[src/rtl/uart_cmd_rx_if.sv]
// Packet handshake between the UART command receiver and the command decoder/FIFO.
// cmd_pkt is {cmd_type, addr, data}; master drives valid/packet, slave drives ready.
interface uart_cmd_rx_if;
  typedef struct packed {
    logic [7:0] cmd_type;
    logic [7:0] addr;
    logic [7:0] data;
  } cmd_packet_t;

  cmd_packet_t cmd_pkt;
  logic        pkt_valid;
  logic        pkt_ready;

  modport master (output cmd_pkt, output pkt_valid, input pkt_ready);
  modport slave  (input cmd_pkt, input pkt_valid, output pkt_ready);
endinterface

[src/rtl/uart_cmd_rx.sv]
// Oversampling 8N1 UART receiver that assembles {cmd_type, addr, data} packets.
// Define UART_RX_MAJORITY_EN for 2-of-3 majority sampling around each bit centre.
module uart_cmd_rx #(
  parameter int OVERSAMPLE   = 16,
  parameter int TIMEOUT_BITS = 20
) (
  input  logic          clk,
  input  logic          rst_n,
  input  logic          os_tick,
  input  logic          rx,
  uart_cmd_rx_if.master pkt,
  output logic          frame_err,
  output logic          overrun_err,
  output logic          busy
);
  localparam int TW  = $clog2(OVERSAMPLE);
  localparam int TOW = $clog2(TIMEOUT_BITS * OVERSAMPLE + 1);
  localparam logic [TW-1:0]  BIT_LAST = TW'(OVERSAMPLE - 1);
  localparam logic [TOW-1:0] TO_LIMIT = TOW'(TIMEOUT_BITS * OVERSAMPLE);
`ifdef UART_RX_MAJORITY_EN
  localparam logic [TW-1:0]  START_TICK = TW'(OVERSAMPLE / 2);
`else
  localparam logic [TW-1:0]  START_TICK = TW'(OVERSAMPLE / 2 - 1);
`endif

  typedef enum logic [1:0] {RX_IDLE, RX_START, RX_DATA, RX_STOP} rx_state_t;

  function automatic logic maj3(input logic a, input logic b, input logic c);
    return (a & b) | (a & c) | (b & c);
  endfunction

  rx_state_t      state;
  logic           rx_meta;
  logic           rx_sync;
  logic           rx_prev;
  logic [TW-1:0]  tick_cnt;
  logic [2:0]     bit_cnt;
  logic [7:0]     shift;
  logic [1:0]     byte_idx;
  logic [7:0]     cmd_type;
  logic [7:0]     addr;
  logic [TOW-1:0] to_cnt;
  logic           start_edge;
  logic           sample_bit;
`ifdef UART_RX_MAJORITY_EN
  logic [1:0]     hist;
`endif

  // Two-flop synchronizer plus edge/history tracking of the synced line
  always_ff @(posedge clk or negedge rst_n) begin
    if (!rst_n) begin
      rx_meta <= 1'b1;
      rx_sync <= 1'b1;
      rx_prev <= 1'b1;
`ifdef UART_RX_MAJORITY_EN
      hist    <= 2'b11;
`endif
    end else begin
      rx_meta <= rx;
      rx_sync <= rx_meta;
      rx_prev <= rx_sync;
`ifdef UART_RX_MAJORITY_EN
      if (os_tick) begin
        hist <= {hist[0], rx_sync};
      end
`endif
    end
  end

  // Bit decision: at the decision tick, hist holds the two preceding tick samples
  always_comb begin
    start_edge = rx_prev & ~rx_sync;
`ifdef UART_RX_MAJORITY_EN
    sample_bit = maj3(hist[1], hist[0], rx_sync);
`else
    sample_bit = rx_sync;
`endif
  end

  assign busy = (state != RX_IDLE) || (byte_idx != 2'd0);

  // Receive FSM, packet assembly, timeout and output handshake
  always_ff @(posedge clk or negedge rst_n) begin
    if (!rst_n) begin
      state         <= RX_IDLE;
      tick_cnt      <= '0;
      bit_cnt       <= 3'd0;
      shift         <= 8'h00;
      byte_idx      <= 2'd0;
      cmd_type      <= 8'h00;
      addr          <= 8'h00;
      to_cnt        <= '0;
      frame_err     <= 1'b0;
      overrun_err   <= 1'b0;
      pkt.cmd_pkt   <= '0;
      pkt.pkt_valid <= 1'b0;
    end else begin
      frame_err   <= 1'b0;
      overrun_err <= 1'b0;
      if (pkt.pkt_valid && pkt.pkt_ready) begin
        pkt.pkt_valid <= 1'b0;
      end

      // A partial packet with no new start edge for too long is silently dropped
      if ((byte_idx == 2'd0) || ((state == RX_IDLE) && start_edge)) begin
        to_cnt <= '0;
      end else if (os_tick && (to_cnt != TO_LIMIT)) begin
        to_cnt <= to_cnt + TOW'(1);
      end
      if (to_cnt == TO_LIMIT) begin
        byte_idx <= 2'd0;
      end

      case (state)
        RX_IDLE: begin
          if (start_edge) begin
            state    <= RX_START;
            tick_cnt <= '0;
          end
        end
        RX_START: begin
          if (os_tick) begin
            if (tick_cnt == START_TICK) begin
              tick_cnt <= '0;
              bit_cnt  <= 3'd0;
              state    <= sample_bit ? RX_IDLE : RX_DATA;
            end else begin
              tick_cnt <= tick_cnt + TW'(1);
            end
          end
        end
        RX_DATA: begin
          if (os_tick) begin
            if (tick_cnt == BIT_LAST) begin
              tick_cnt <= '0;
              shift    <= {sample_bit, shift[7:1]};
              if (bit_cnt == 3'd7) begin
                state <= RX_STOP;
              end else begin
                bit_cnt <= bit_cnt + 3'd1;
              end
            end else begin
              tick_cnt <= tick_cnt + TW'(1);
            end
          end
        end
        RX_STOP: begin
          if (os_tick) begin
            if (tick_cnt == BIT_LAST) begin
              tick_cnt <= '0;
              state    <= RX_IDLE;
              if (!sample_bit) begin
                frame_err <= 1'b1;
                byte_idx  <= 2'd0;
              end else begin
                case (byte_idx)
                  2'd0: begin
                    cmd_type <= shift;
                    byte_idx <= 2'd1;
                  end
                  2'd1: begin
                    addr     <= shift;
                    byte_idx <= 2'd2;
                  end
                  default: begin
                    byte_idx <= 2'd0;
                    if (!pkt.pkt_valid || pkt.pkt_ready) begin
                      pkt.cmd_pkt   <= {cmd_type, addr, shift};
                      pkt.pkt_valid <= 1'b1;
                    end else begin
                      overrun_err <= 1'b1;
                    end
                  end
                endcase
              end
            end else begin
              tick_cnt <= tick_cnt + TW'(1);
            end
          end
        end
        default: begin
          state <= RX_IDLE;
        end
      endcase
    end
  end
endmodule

[src/flat_wrapper.sv]
// flat-port wrapper written by rule: the top's interface ports become plain ports
module uart_cmd_rx_flat 
#(
  parameter int OVERSAMPLE   = 16,
  parameter int TIMEOUT_BITS = 20
)
  (clk, rst_n, os_tick, rx, frame_err, overrun_err, busy, pkt_cmd_pkt, pkt_pkt_valid, pkt_pkt_ready);
  uart_cmd_rx_if pkt_i ();
  input  logic clk;
  input  logic rst_n;
  input  logic os_tick;
  input  logic rx;
  output logic frame_err;
  output logic overrun_err;
  output logic busy;
  output wire logic [$bits(pkt_i.cmd_pkt)-1:0] pkt_cmd_pkt;
  output wire logic [$bits(pkt_i.pkt_valid)-1:0] pkt_pkt_valid;
  input wire logic [$bits(pkt_i.pkt_ready)-1:0] pkt_pkt_ready;
  assign pkt_cmd_pkt = pkt_i.cmd_pkt;
  assign pkt_pkt_valid = pkt_i.pkt_valid;
  assign pkt_i.pkt_ready = pkt_pkt_ready;
  uart_cmd_rx #(.OVERSAMPLE(OVERSAMPLE), .TIMEOUT_BITS(TIMEOUT_BITS)) u_core (.clk(clk), .rst_n(rst_n), .os_tick(os_tick), .rx(rx), .pkt(pkt_i), .frame_err(frame_err), .overrun_err(overrun_err), .busy(busy));
endmodule
[config.mk]
export PLATFORM = sky130hd
export DESIGN_NAME = uart_cmd_rx_flat
export DESIGN_NICKNAME = d
export VERILOG_FILES = /design/src/rtl/uart_cmd_rx_if.sv /design/src/rtl/uart_cmd_rx.sv /design/src/flat_wrapper.sv
export SDC_FILE = /design/constraint.sdc
export NUM_CORES = 1
export LEC_CHECK = 0
export ABC_CLOCK_PERIOD_IN_PS = 1800
export BUFFER_PORTS_ARGS = -buffer_cell sky130_fd_sc_hd__buf_2
export CAP_MARGIN = 10
export CORE_AREA = 2 2 123 65
export CTS_CLUSTER_SIZE = 24
export DETAILED_ROUTE_END_ITERATION = 16
export DIE_AREA = 0 0 125 67
export PLACE_DENSITY = 0.67
export REMOVE_ABC_BUFFERS = 1
export SLEW_MARGIN = 0
export SYNTH_ARGS = -nofsm -noshare
export SYNTH_HDL_FRONTEND = slang
export SYNTH_SLANG_ARGS = --single-unit
export TNS_END_PERCENT = 20
[constraint.sdc]
create_clock -name clk -period 1.8 [get_ports clk]
set_input_delay 0 -clock clk [delete_from_list [all_inputs] [get_ports clk]]
set_output_delay 0 -clock clk [all_outputs]
set_load 0.02 [all_outputs]
==> results.toml, run 1 <==
[worst_setup_path]
start_kind = "flop"
cp_max_fo = 12
arrival_ps = 2030
cp-end-kind = "flop"
startpoint = "u_core.tick_cnt[0]"
cp.required_ps = 2020
crit_type = "reg2reg"
worstReg2RegStart = "u_core.tick_cnt[0]"

[synthesis]
synth_most_common_cell = "dfrtp_1"
synth_area_per_cell_sq_um = 13.7
synth_xor_area_frac = 0.0217
synthMuxAreaShare = 0.210
synth_cell_types = 47
yosysTopAreaCell = "dfrtp_1"
yosys_warnings = 0
synthAdderAreaFrac = 0.0194
synth_compound_area_frac = 0.0357
seq_area_frac_synth = 0.575
syn_area_sq_mm = 0.00323
synth_async_sr_flop_share = 1.00
yosys.area_share.simple = 0.111
synth-edff-count = 0
synthTopCellsByCount = "71 x dfrtp_1, 29 x mux2_2, 20 x mux2_4"
synth_top_area_share = 0.551
synthFlopType = "dfrtp_1"
syn_inst = 236
synth_area_leaders = "dfrtp_1 55%, mux2_2 10%, mux2_4 9.3%"
synth_top_family_by_area = "multiplexers"
ys_ff_latch = 74

[power]
p_comb_frac = 0.144
p_total_mw = 4.21
intPower_mw = 3.14
p_clk_frac = 0.427
share_seq_of_total_power = 0.429
power.density_mw_per_mm2 = 1070
p_sw_mw = 1.08
ir_drop_mv = 0.470
leakage_nw = 2.04
p_sw_frac = 0.256

[sta]
slew_headroom = 0.671
hold_viol = 0
final_max_slew_viol_count = 0
fin_ws_ps = -9.52
worstMarginPinSlew_ps = 493
rsz0062_at_grt = "true"
fin_crit_ps = 1810
max_freq_mhz = 553
setup_viol = 9
timing.final.crit_share = 1.01
fin_worst_skew_ps = 5.40

[detailed_routing]
via_per_inst = 5.11
dr.pass1.iters = 4
wire_per_inst_um = 15.2
routed_wl_um = 5900
vias = 1984
ant_nets = 0
drcViolationCount = 0
drtIter0Drc = 157

[cells_and_area]
final_cells = 388
multiInputGateArea_sq_mm = 0.00131
nFillCells = 606
regArea_sq_mm = 0.00186
drive_above_1_share = 0.428
antenna_cells = 0
final_nets = 297
area_growth_pct = 22.6

[grt]
grt_overflow = 0
grt_pass1_vias = 2131
track_usage = 0.158
grt_max_degree = 55
antenna_found_initial = 0
grt_pass1_wl_um = 9990

[outcome]
violations = "setup timing"
outcome = "finished, violations left"

[placed_design]
place.gp.congestion = 0.822
port_buffers = 32
hpwl_um = 3950
dpl_worst_slack_ps = -132
dp_cells = 370

[cts]
clk_latency_ps = 330
cts_buffers = 9
cts.sinks = 74
cts_tree = "yes"
clockBufferDepth = 2
clockRootBuffer = "clkbuf_16"
clkTransAtPathRegs_ps = 60
htreeDepth = 3

[worst_hold_path]
min_from = "pkt_pkt_ready"
hp-class = "in2reg"

[die]
die_area_sq_mm = 0.00838
die_y_um = 67
die-width_um = 125
io_pins = 33
initial_core_util = 0.447
fp-row-count = 22
core_area_sq_mm = 0.00721

[job]
max-cap-violations = 0
## worst max-delay path: stages (launching register included)
cell,delay [ps]
dfrtp_1,360
ha_2,190
and4_4,220
and3_4,190
buf_6,110
nand4_4,130
buf_12,190
mux2_4,300
## per-layer routing
metal,up-vias,global-route usage,routed length [um]
met5,-,0,0
met4,0,0.0625,89
met3,8,0.0723,240
met2,30,0.257,2890
met1,1009,0.185,2690
li1,937,-,-
## power groups by stage
stage,Combinational [mW],Sequential [mW],Clock (mW)
3_3_place_gp,0.555,1.83,0
4_1_cts,0.596,1.81,1.85
3_5_place_dp,0.588,1.84,0
6_report,0.607,1.81,1.80
5_1_grt,0.664,1.82,1.93
2_1_floorplan,0.267,1.89,0
## kinds of logic (layout without fill, tap and decap cells)
group	Yosys count	in the layout
buffers and inverters	16	72
xor gates and xnor gates	8	8
DFF	74	74
adders and majority gates	5	5
muxes	54	54
and+or+nand+nor	63	63
AOI/OAI and AO/OA	16	16
## cell usage in the layout, fill, tap and decap left out, types with 2 or more instances in the layout
cell,instances
dfrtp_1,71
buf_2,32
mux2_2,29
mux2_4,20
nor2_1,16
nand2_1,14
buf_4,13
clkbuf_16,9
nand3_1,8
xor2_1,6
nand4_1,5
inv_1,5
mux2i_1,5
ha_1,4
and2_1,3
a21oi_1,3
buf_12,3
dfstp_2,3
xnor2_1,2
nor3_1,2
o21ai_0,2
o21a_1,2
and3_1,2
clkinv_2,2
dlygate4sd3_1,2
## final cells by class
type,count,area share
Sequential cell,74,0.469
Clock inverter,6,0.0165
Inverter,5,0.00475
Multi-Input combinational cell,146,0.330
Clock buffer,10,0.0604
Timing Repair Buffer,51,0.0883
Tap cell,96,0.0304
## through the flow
| step | setup TNS [ps] | hold WS, ps | cell area [sq um] | util |
|---|---|---|---|---|
| floorplan | -5180 | -296 | 3160 | - |
| global placement | -505 | -4.60 | 3600 | 0.500 |
| detailed placement | -1310 | -2.90 | 3600 | 0.500 |
| CTS | -29.0 | 37.1 | 3940 | 0.546 |
| global route | -1670 | 74.5 | 3950 | 0.548 |
| finish | -28.3 | 56.2 | 3950 | 0.548 |
## final timing paths
path | endpoint | slack, ps | cells past startpoint
setup reg to reg | u_core.pkt.cmd_pkt[13] | -10 | 7
setup / recovery | u_core.pkt.cmd_pkt[13] | -10 | 7
hold reg to reg | u_core.rx_sync | 360 | 0
hold / removal | u_core.overrun_err | 60 | 3
max in group asynchronous | u_core.rx_sync | 950 | 3
min in group asynchronous | u_core.to_cnt[8] | 170 | 2
## sequential cells by signal (all words and copies together) (netlist names), named ones only
name and count:
u_core.addr 8, u_core.bit_cnt 3, u_core.byte_idx 2, u_core.cmd_type 8
u_core.frame_err 1, u_core.overrun_err 1, u_core.pkt.cmd_pkt 24, u_core.pkt.pkt_valid 1
u_core.rx_meta 1, u_core.rx_prev 1, u_core.rx_sync 1, u_core.shift 8
u_core.state 1, u_core.tick_cnt 4, u_core.to_cnt 9
## what timing repair did
item,4_1_cts,5_1_grt
setup endpoints to repair,40,41
hold buffers,2,0
pin swaps,0,1
setup buffers,0,0
resized for setup,4,2
hold endpoints to repair,21,0
Power figures use the tool's default switching activity.
==> run 2, diff against run 1 <==
Settings changed: ABC_CLOCK_PERIOD_IN_PS 1800 to not set, CORE_AREA 2 2 123 65 to 2 2 115 61, DIE_AREA 0 0 125 67 to 0 0 117 63, PLACE_DENSITY 0.67 to 0.75.
==> results.toml, run 2 (same netlist as run 1, synthesis figures left out) <==
[outcome]
outcome = "complete, no violations"

[sta]
fin_worst_skew_ps = 6.54
max_freq_mhz = 557
rsz0062_at_grt = "true"
worstMarginPinSlew_ps = 419
hold_slack_ps = 57.6
slew_headroom = 0.717
timing.final.crit_share = 0.998
final_max_slew_viol_count = 0
hold_viol = 0
tns_ps = 0
setup_viol = 0
fin_crit_ps = 1800

[detailed_routing]
wire_per_inst_um = 16.0
via_per_inst = 5.29
dr.pass1.iters = 4
drtIter0Drc = 157
drcViolationCount = 0
ant_nets = 0
vias = 2021
routed_wl_um = 6110

[die]
initial_core_util = 0.501
die-width_um = 117
fp-row-count = 21
die_y_um = 63
core_area_sq_mm = 0.00644
io_pins = 33
die_area_sq_mm = 0.00737

[cells_and_area]
final_cells = 382
top_regs = "u_core.pkt.cmd_pkt x24, u_core.to_cnt x9"
largest_register_ffs = 24
final_common_cell = "dfrtp_1"
fin_util = 0.612
largest-register = "u_core.pkt.cmd_pkt"
antenna_cells = 0
area_growth_pct = 22.2
final_nets = 296
final_cell_mix = "71 x dfrtp_1, 32 x buf_2, 29 x mux2_2"
drive_above_1_share = 0.414

[power]
share_seq_of_total_power = 0.429
p_clk_frac = 0.433
ir_drop_mv = 0.509
p_comb_frac = 0.139
p_sw_mw = 1.01
leakage_nw = 2.03
p_sw_frac = 0.238
power.density_mw_per_mm2 = 1070
intPower_mw = 3.22

[cts]
cts_setup_buffers = 0
cts_tree = "yes"
cts_buffers = 9
cts.sinks = 74
clockBufferDepth = 2
clkTransAtPathRegs_ps = 50
htreeDepth = 3
clk_latency_ps = 330
clockRootBuffer = "clkbuf_16"

[worst_hold_path]
hold_depth = 3
hp-class = "in2reg"

[placed_design]
place.gp.congestion = 0.857
hpwl_um = 4210
dp_cells = 365
port_buffers = 32

[grt]
grt_pass1_wl_um = 10700
grt_pass1_vias = 2049
antenna_found_initial = 0
grt_overflow = 0
grt_max_degree = 75
track_usage = 0.196

[worst_setup_path]
arrival_ps = 2010
cp-end-kind = "flop"
reg2reg_depth = 7
cp_max_fo = 12
cp.required_ps = 2010
start_kind = "flop"
crit_type = "reg2reg"

[job]
max-cap-violations = 0
==> run 2: worst max-delay path: stages, from the launching register on <==
cell and delay (ps):
dfrtp_1 350, ha_2 180, and4_4 220, and3_4 190, buf_6 110, nand4_4 130
buf_12 190, mux2_4 300
==> run 2: metal layers <==
metal  vias to the layer above  track usage  share of wire
met5                         -            0              0
met4                         0       0.0706          0.013
met3                         9       0.0863          0.060
met2                        53        0.254           0.41
met1                      1016        0.290           0.52
li1                        943            -              -
==> run 2: final cells by class <==
class                   instances  area (sq um)
flip-flops and latches         74          1860
inverters                       5          18.8
multi-input cells             146          1300
fillers                       514          2490
well taps                      92           115
repair buffers                 50           354
clock buffers                  12           236
clock inverters                 3          65.1
==> run 2: what timing repair did <==
action                                 in CTS  in global routing
cloned                                      0                  0
setup endpoints to repair                  40                 33
hold buffers                                2                  0
pin swaps                                   1                  0
endpoints found under the hold margin      72                  0
gates resized for setup                     5                  0
==> run 2: path summary, 6_finish.rpt <==
check | start | to | slack (ps)
worst max-delay path | u_core.tick_cnt[1] | u_core.pkt.cmd_pkt[22] | 4
worst min-delay path | pkt_pkt_ready | u_core.pkt.pkt_valid | 60
worst max register to register | u_core.tick_cnt[1] | u_core.pkt.cmd_pkt[22] | 4
worst min register to register | u_core.rx_meta | u_core.rx_sync | 350
max in group asynchronous | rst_n | u_core.rx_meta | 1220
min in group asynchronous | rst_n | u_core.bit_cnt[0] | 230
==> run 2: through the flow <==
step           worst slack [ps]  area, sq um  power (mW)
2_1_floorplan              -185         3160        2.16
3_3_place_gp              -53.2         3600        2.41
3_5_place_dp               -127         3600        2.42
4_1_cts                  -0.728         3940        4.27
5_1_grt                   -67.8         3940        4.44
6_report                   3.97         3940        4.23
==> run 2: power by group through the flow <==
stage               sequential [mW]  combinational, mW  clock (mW)
floorplan                      1.89              0.267           0
global placement               1.84              0.563           0
detailed placement             1.84              0.580           0
CTS                            1.81              0.587        1.87
global route                   1.83              0.666        1.95
finish                         1.82              0.587        1.83
